File: src/rtl/pc_branch_unit.sv
// Program-counter stage: sequential fetch, taken-branch redirect with a one-cycle
// wrong-path flush, link write for bl, and a sticky halt that only reset clears.
module pc_branch_unit #(
    parameter int unsigned          PC_WIDTH    = 32,
    parameter int unsigned          OFF_WIDTH   = 26,
    parameter logic [PC_WIDTH-1:0]  RESET_PC    = '0,
    parameter logic [5:0]           HALT_OPCODE = 6'b111111
) (
    input  logic                 clk,
    input  logic                 rst,
    input  logic [5:0]           OPCode,
    input  logic                 InstrValid,
    input  logic                 FlagOutput,
    input  logic [OFF_WIDTH-1:0] BranchOffset,
    input  logic [PC_WIDTH-1:0]  RegTarget,
    input  logic                 Stall,
    output logic [PC_WIDTH-1:0]  PC,
    output logic                 Flush,
    output logic                 LinkWe,
    output logic [PC_WIDTH-1:0]  LinkData,
    output logic                 Halted
);

    localparam logic [5:0] OP_BR = 6'b100000;
    localparam logic [5:0] OP_BL = 6'b101011;

    typedef enum logic [1:0] {
        RUN   = 2'b00,
        FLUSH = 2'b01,
        HALT  = 2'b10
    } state_t;

    state_t                state_r, state_s;
    logic [PC_WIDTH-1:0]   pc_r, pc_s;
    logic                  flush_r, flush_s;
    logic                  link_we_r, link_we_s;
    logic [PC_WIDTH-1:0]   link_data_r, link_data_s;
    logic                  halted_r, halted_s;

    logic [PC_WIDTH-1:0]   inc_s;
    logic [PC_WIDTH-1:0]   off_ext_s;
    logic [PC_WIDTH-1:0]   br_tgt_s;
    logic [PC_WIDTH-1:0]   reg_tgt_s;

    // Candidate next-PC values; all sums wrap modulo 2^PC_WIDTH.
    always_comb begin
        inc_s     = pc_r + PC_WIDTH'(4);
        off_ext_s = {{(PC_WIDTH-OFF_WIDTH){BranchOffset[OFF_WIDTH-1]}}, BranchOffset};
        br_tgt_s  = inc_s + (off_ext_s << 2);
        reg_tgt_s = RegTarget & {{(PC_WIDTH-2){1'b1}}, 2'b00};
    end

    // Next-state and next-output decision; Stall freezes everything except LinkWe.
    always_comb begin
        state_s     = state_r;
        pc_s        = pc_r;
        flush_s     = flush_r;
        link_we_s   = 1'b0;
        link_data_s = link_data_r;
        halted_s    = halted_r;
        case (state_r)
            RUN: begin
                if (Stall) begin
                    pc_s = pc_r;
                end else if (InstrValid && (OPCode == HALT_OPCODE)) begin
                    state_s  = HALT;
                    halted_s = 1'b1;
                    flush_s  = 1'b0;
                end else if (InstrValid && FlagOutput) begin
                    state_s = FLUSH;
                    flush_s = 1'b1;
                    if (OPCode == OP_BR) begin
                        pc_s = reg_tgt_s;
                    end else begin
                        pc_s = br_tgt_s;
                    end
                    if (OPCode == OP_BL) begin
                        link_we_s   = 1'b1;
                        link_data_s = inc_s;
                    end else begin
                        link_we_s   = 1'b0;
                    end
                end else begin
                    pc_s    = inc_s;
                    flush_s = 1'b0;
                end
            end
            FLUSH: begin
                // Decode slot is wrong-path here, so branch inputs are ignored.
                if (Stall) begin
                    pc_s = pc_r;
                end else begin
                    pc_s    = inc_s;
                    flush_s = 1'b0;
                    state_s = RUN;
                end
            end
            HALT: begin
                flush_s  = 1'b0;
                halted_s = 1'b1;
            end
            default: begin
                state_s  = RUN;
                pc_s     = RESET_PC;
                flush_s  = 1'b0;
                halted_s = 1'b0;
            end
        endcase
    end

    // State and output registers with synchronous active-low reset.
    always_ff @(posedge clk) begin
        if (!rst) begin
            state_r     <= RUN;
            pc_r        <= RESET_PC;
            flush_r     <= 1'b0;
            link_we_r   <= 1'b0;
            link_data_r <= '0;
            halted_r    <= 1'b0;
        end else begin
            state_r     <= state_s;
            pc_r        <= pc_s;
            flush_r     <= flush_s;
            link_we_r   <= link_we_s;
            link_data_r <= link_data_s;
            halted_r    <= halted_s;
        end
    end

    assign PC       = pc_r;
    assign Flush    = flush_r;
    assign LinkWe   = link_we_r;
    assign LinkData = link_data_r;
    assign Halted   = halted_r;

endmodule

File: config.mk
export PLATFORM = sky130hd
export DESIGN_NAME = pc_branch_unit
export DESIGN_NICKNAME = d
export VERILOG_FILES = /design/src/rtl/pc_branch_unit.sv
export SDC_FILE = /design/constraint.sdc
export NUM_CORES = 1
export LEC_CHECK = 0
export ABC_AREA = 1
export CAP_MARGIN = 20
export CORE_MARGIN = 1
export CORE_UTILIZATION = 45
export DETAILED_ROUTE_END_ITERATION = 6
export DONT_BUFFER_PORTS = 1
export HOLD_SLACK_MARGIN = 0.02
export PLACE_DENSITY = 0.61
export SETUP_SLACK_MARGIN = 0.3
export SLEW_MARGIN = 20
export SYNTH_ARGS = -nofsm -noshare
export SYNTH_HDL_FRONTEND = slang
export SYNTH_SLANG_ARGS = --single-unit
export TNS_END_PERCENT = 5
File: constraint.sdc
create_clock -name clk -period 6.9 [get_ports clk]
set_input_delay 1.035 -clock clk [delete_from_list [all_inputs] [get_ports clk]]
set_output_delay 1.035 -clock clk [all_outputs]
set_load 0.01 [all_outputs]
==> results of run 1 <==
[flip-flops by register name (all words and copies together) (netlist names)]
| register | count |
|---|---|
| LinkWe | 1 |
| Flush | 1 |
| state_r | 2 |
| LinkData | 30 |
| Halted | 1 |
| PC | 30 |
[stage by stage]
stage / hold slack (ps) / total power, mW / setup WS [ps] / instance area (sq um)
detailed placement: 520 / 0.720 / 3210 / 6150
CTS: 528 / 1.12 / 3240 / 6400
global placement: 519 / 0.717 / 3200 / 6150
floorplan: 483 / 0.647 / 4050 / 6060
global route: 539 / 1.18 / 2740 / 6400
finish: 523 / 1.11 / 3190 / 6400
[layout make-up]
class	count	area, sq um	area share (%)
clock buffers	10	229	3.58
clock inverters	4	22.5	0.352
inverters	143	537	8.39
multi-input cells	780	4070	63.6
flip-flops and latches	65	1300	20.3
well taps	172	215	3.36
repair buffers	3	22.5	0.352
[power breakdown]
part	switching, mW	internal (mW)	total [mW]
Clock	0.160	0.237	0.396
Sequential	0.0320	0.389	0.421
Combinational	0.193	0.100	0.293
Total	0.385	0.726	1.11
[cell usage after synthesis (2+ instances only)]
cell type	n	area share (%)
clkbuf_1	17	1.1
o21ai_1	9	0.74
nor3_2	2	0.33
nand3_2	5	0.83
nor2_4	9	1.7
ha_1	35	7.2
dfxtp_1	65	22
nand3_1	48	4.0
nor2_2	3	0.31
a21oi_1	90	7.4
o211ai_1	10	1.2
o22ai_1	3	0.31
nand2_1	310	19
nor3_1	6	0.50
nand2_2	6	0.62
buf_2	6	0.50
a31oi_1	5	0.52
inv_2	6	0.37
o21a_1	6	0.74
nor2_1	95	5.9
xnor2_1	17	2.5
nand4_1	14	1.4
o21bai_1	8	0.99
a21o_1	3	0.37
or2_2	4	0.41
o21ai_0	56	4.6
buf_4	7	0.87
nor4_1	2	0.21
nand2_4	3	0.56
inv_1	135	8.4
clkinv_1	2	0.12
xor2_1	14	2.0
[per-layer routing]
layer  track usage [%]  up-vias  share of wire, %
li1                  -     3226                 -
met1              33.7     2783                42
met2              48.4      224                47
met3              7.75       38               8.2
met4              9.54        0               2.5
met5                 0        -                 0
[worst register-to-register path, stage by stage (launching register included)]
cell and delay, ps:
dfxtp_1 480, ha_1 220, nand2_1 80, nor2_2 140, nand2_1 120, nor2_2 200
nand2_2 90, nor3_2 180, or2_2 140, nand2_1 160, ha_1 360, nand2_1 80
nor2_1 210, nor3b_1 270, nand3_1 170, nand4_1 120, nand3_1 130, nand2_1 140
nand2_1 60, nand2_1 50, nand2_1 40, a21oi_1 150
[how the worst max path moves through the flow]
stage	to	slack [ps]
3_5_place_dp	PC[15]	3210
2_1_floorplan	PC[26]	4050
6_report	PC[26]	3190
3_3_place_gp	PC[16]	3200
4_1_cts	PC[26]	3240
5_1_grt	PC[26]	2740
[cell families (layout without fill, tap and decap cells)]
group / after synthesis / count (layout) / synth area share [%]
other cells: 1 / 4 / 0.0620
buf+inv: 175 / 160 / 11.4
simple gates: 514 / 514 / 37.1
xor+xnor: 32 / 32 / 4.76
flops: 65 / 65 / 21.5
compound gates: 194 / 194 / 17.6
fa+ha+maj: 36 / 36 / 7.57
==> summary.txt, run 1 <==
Drt
  • Routed len/inst: 16.4 um
  • DR vias/cell: about 5.3
  • Total Routed Length: 19400 um
  • Detail Route Antenna Nets: 0
  • Post-route DRC violation count: 0
  • DR pass1 iterations: 5
  • Vias: about 6300
  • Drt first-iter violations: roughly 440

Layout
  • Most frequent cells in the layout: nand2_1, inv_1, nor2_1
  • Final #Nets: between 1000 and 1500
  • Most common cell after layout, fill and taps aside: nand2_1
  • Fraction of layout cells with a size suffix above 1: 5.77%
  • Area Overhead vs Synth: 5.81%
  • Finished Layout Cells: 1177
  • Post-route core utilization: 49.7%
  • Fillcell total: between 1000 and 1500
  • Ant. Diodes: 0

Placed design
  • Post-DP HPWL: about 16000 um
  • Cells after DPL: between 1000 and 1500
  • IO Port Bufs: 0
  • Final GP Congestion: slightly below 0.9

GRT
  • Global-route wire length before repair: ~30000 um
  • Largest net degree at the start of global routing: 47
  • Vias in the first global route: slightly below 6000
  • Initial antenna violation count: 0
  • Total GRT Usage: approximately 28%
  • Total grt overflow: 0

CTS
  • Hold_buf cts: 0
  • CTS Buf Count: 9
  • Setup Buffers After CTS: 0
  • # clock sinks: 65
  • Clk Latency, worst-skew pair: 340 ps
  • CTS tree: yes
  • Worst-case clock buffer depth: 2
  • H-tree levels: 3
  • Post-cts resize count: 0
  • Root buf cell: clkbuf_16
  • CTS clk-pin slew, worst paths: roughly 50 ps

STA
  • Max Slew Vio Count: 0
  • Endpoints failing setup: 0
  • Final period util: between 50% and 60%
  • RSZ-0062 raised after global routing: no
  • Setup Skew: 8.30 ps
  • Setup TNS: 0 ps
  • Final hold violations: 0
  • Slew @ Worst Pin: 968 ps
  • Normalized max-slew margin: between 30% and 40%
  • Min cycle time layout: 3710 ps
  • FMAX: between 200 and 300 MHz

Worst setup path
  • CP dominant cell by count: nand2_1
  • Critical Path End Type: flop
  • Register-to-Register Path Depth: 21
  • Cell family with most CP delay: simple AND/OR/NAND/NOR gates
  • Critical Path RT: about 7100 ps
  • Critical path cell sequence: ha_1 -> nand2_1 -> nor2_2 -> nand2_1 -> nor2_2 -> nand2_2 -> nor3_2 -> or2_2 -> nand2_1 -> ha_1 -> nand2_1 -> nor2_1 -> nor3b_1 -> nand3_1 -> nand4_1 -> nand3_1 -> nand2_1 -> nand2_1 -> nand2_1 -> nand2_1 -> a21oi_1
  • Flop2flop setup slack: around 3200 ps
  • Critical path depth: 21
  • CP arrival: 3950 ps
  • Reg2reg start: PC[2]
  • CP max stage delay: approximately 480 ps
  • Crit start category: flop
  • Critical path origin: PC[2]
  • Reg-to-reg endpoint: PC[26]
  • Slowest-stage cell, CP: dfxtp_1
  • Crit path buffers/inverters: 0
  • CP Max Fanout: 5
  • Setup CP Type: flop to flop

Worst hold path
  • Worst hold start: Flush
  • Hold Crit Class: flop to flop
  • Worst Hold Depth: 2
  • Min-Delay Endpoint: Flush

Power and ir drop
  • Peak supply drop: ~0.10 mV
  • Power per cell area: approximately 170 nW/um^2
  • Lkg Pwr: about 3.3 nW

Die
  • Chip height: approximately 120 um
  • Starting Density: 47.0%
  • Row Count: about 40
  • DIE AREA: about 14000 sq um
  • Die W: 118 um
  • CORE AREA: roughly 13000 sq um
  • Io pins: roughly 140

Synth
  • #FFs+latches synth: 65
  • Ys flop type: dfxtp_1
  • Sequential share of the synthesized area: 21.5%
  • Synthesis Warnings: 0
  • Mapped Area: just over 6000 sq um
  • Post-synth cell types: 48
  • EDFF count, synth: 0
  • Ys async rst share: 0%
  • Mapped Cells: ~1000
  • Avg Synthesized Cell Area: between 5 and 6 sq um

Run status
  • Status: completed

Flow run
  • Total of max-cap violations: 0
Note: power is estimated with default switching activity, not from simulation.
==> run 2, diff against run 1 <==
==> constraint.sdc (replaced) <==
create_clock -name clk -period 3.8 [get_ports clk]
set_input_delay 0.57 -clock clk [delete_from_list [all_inputs] [get_ports clk]]
set_output_delay 0.57 -clock clk [all_outputs]
set_load 0.01 [all_outputs]
==> summary.txt, run 2 (same netlist as run 1, synthesis figures left out) <==
STA
  • Setup TNS: 0 ps (unchanged)
  • Setup Skew: 5.79 ps (-2.51 ps)
  • Final period util: 86.8% (+33 points)
  • Max Slew Vio Count: 0 (unchanged)
  • RSZ-0062 raised after global routing: yes
  • Slew @ Worst Pin: 981 ps (+12.3 ps)
  • Normalized max-slew margin: 34.5% (-0.82 points)
  • Min cycle time layout: 3300 ps (-411 ps)
  • Endpoints failing setup: 0 (unchanged)
  • Final hold violations: 0 (unchanged)
  • FMAX: 303 MHz (+12%)

GRT
  • Initial antenna violation count: 0 (unchanged)
  • Total grt overflow: 0 (unchanged)
  • Global-route wire length before repair: 31600 um (+3.4%)
  • Vias in the first global route: 6032 (+1.7%)
  • Total GRT Usage: 29.0% (+0.80 points)
  • Largest net degree at the start of global routing: 46 (-2.1%)

Worst setup path
  • CP arrival: 3540 ps (-410 ps)
  • Critical Path End Type: flop
  • Crit start category: flop
  • Setup CP Type: flop to flop
  • Crit path buffers/inverters: 2 (+2)
  • CP Max Fanout: 5 (unchanged)
  • Cell family with most CP delay: simple AND/OR/NAND/NOR gates
  • Flop2flop setup slack: 500 ps (-2690 ps)
  • CP max stage delay: 370 ps (-110 ps)
  • CP dominant cell by count: nand2_1
  • Critical Path RT: 4040 ps (-3100 ps)
  • Slowest-stage cell, CP: dfxtp_2

CTS
  • CTS tree: yes
  • CTS clk-pin slew, worst paths: 50 ps (about the same)
  • # clock sinks: 65 (unchanged)
  • Worst-case clock buffer depth: 2 (unchanged)
  • Clk Latency, worst-skew pair: 340 ps (about the same)
  • CTS Buf Count: 9 (unchanged)
  • Hold_buf cts: 0 (unchanged)
  • Root buf cell: clkbuf_16
  • H-tree levels: 3 (unchanged)

Die
  • Starting Density: 47.0% (unchanged)
  • Die W: 118 um (unchanged)
  • Row Count: 41 (unchanged)
  • CORE AREA: 12900 sq um (unchanged)
  • DIE AREA: 13900 sq um (unchanged)
  • Chip height: 118 um (unchanged)
  • Io pins: 136 (unchanged)

Drt
  • DR pass1 iterations: 5 (unchanged)
  • Detail Route Antenna Nets: 0 (unchanged)
  • Post-route DRC violation count: 0 (unchanged)
  • Drt first-iter violations: 487 (+12%)
  • DR vias/cell: 5.25 (-1.4%)
  • Total Routed Length: 20000 um (+3.4%)
  • Vias: 6340 (+1.1%)
  • Routed len/inst: 16.6 um (+0.83%)

Layout
  • Most frequent cells in the layout: nand2_1, inv_1, nor2_1
  • Post-route core utilization: 54.0% (+4.3 points)
  • Fraction of layout cells with a size suffix above 1: 13.2% (+7.5 points)
  • Fillcell total: 1360 (-2.7%)
  • Most common cell after layout, fill and taps aside: nand2_1
  • Final #Nets: 1135 (+2.5%)
  • Area Overhead vs Synth: 15.0%
  • Ant. Diodes: 0 (unchanged)

Worst hold path
  • Hold Crit Class: primary input to flop

Placed design
  • IO Port Bufs: 0 (unchanged)
  • Final GP Congestion: 0.895 (+0.60%)
  • Post-DP HPWL: 15900 um (+2.3%)

Power and ir drop
  • Power per cell area: 328 nW/um^2 (+89%)
  • Lkg Pwr: 3.49 nW (+6.4%)
  • Peak supply drop: 0.261 mV (+150%)

Run status
  • Status: completed

Flow run
  • Total of max-cap violations: 0 (unchanged)
## run 2: cell type report
cell class,instances,area [sq um],share of cell area [%]
Multi-Input combinational cell,780,4310,61.9
Sequential cell,65,1320,19.0
Inverter,143,537,7.72
Clock buffer,12,256,3.69
Timing Repair Buffer,31,245,3.53
Tap cell,172,215,3.09
Clock inverter,4,75.1,1.08
## run 2: worst reg2reg max path, cell delays in order, from the launching register on
cell	delay (ps)
dfxtp_2	370
ha_1	190
nand2_1	80
nor2_2	150
nand2_2	110
nor2_2	140
nand2_2	100
inv_2	120
nand3_1	80
nand2_1	80
nand2_1	120
buf_4	180
ha_1	300
nand2_1	100
nand2_1	60
nand2_1	50
nand2_1	70
o21bai_1	170
a21oi_2	140
nand2_1	70
nand2_1	60
nand3_1	60
nand2_1	90
nand2_1	50
nand2_1	50
nand2_1	70
a21oi_1	160
## run 2: where the power goes
| part | switching (mW) | total [mW] | internal (mW) |
|---|---|---|---|
| clock | 0.309 | 0.919 | 0.610 |
| combinational | 0.391 | 0.613 | 0.223 |
| sequential | 0.0423 | 0.751 | 0.709 |
| total | 0.742 | 2.28 | 1.54 |
## run 2: repair_timing
item / CTS / global route
pin swaps: 0 / 6
cloned: 0 / 0
gates resized for setup: 1 / 59
buffers inserted: 0 / 5
endpoints found under the setup margin: 1 / 14
endpoints found under the hold margin: 0 / 0
## run 2: metal layers
metal  global-route usage, %  routed length, um
met1                    34.3               8400
met2                    51.8               9870
met3                    7.90               1470
met4                    6.33                269
met5                       0                  0
## run 2: per-stage QoR
stage	setup slack [ps]	cell area (sq um)	instances	power (mW)	hold WS (ps)
after floorplan	949	6060	1020	1.17	483
after global placement	366	6330	1186	1.33	519
after detailed placement	320	6330	1186	1.33	519
after CTS	308	6670	1202	2.25	361
after global routing	265	6960	1207	2.40	361
final	502	6960	1207	2.28	372
## run 2: final timing paths
| path | startpoint | to | cells past startpoint |
|---|---|---|---|
| max | PC[2] | PC[27] | 26 |
| min | rst | LinkData[28] | 2 |
| max reg2reg | PC[2] | PC[27] | 26 |
| min reg2reg | Flush | Flush | 2 |
==> run 3, diff against run 2 <==
--- a/config.mk
+++ b/config.mk
@@ -6,7 +6,7 @@
 export NUM_CORES = 1
 export LEC_CHECK = 0
 export ABC_AREA = 1
-export CAP_MARGIN = 20
+export CAP_MARGIN = 30
 export CORE_MARGIN = 1
 export CORE_UTILIZATION = 45
 export DETAILED_ROUTE_END_ITERATION = 6
==> results of run 3 <==
No change in the layout: final DEF, timing and power equal those of run 2.
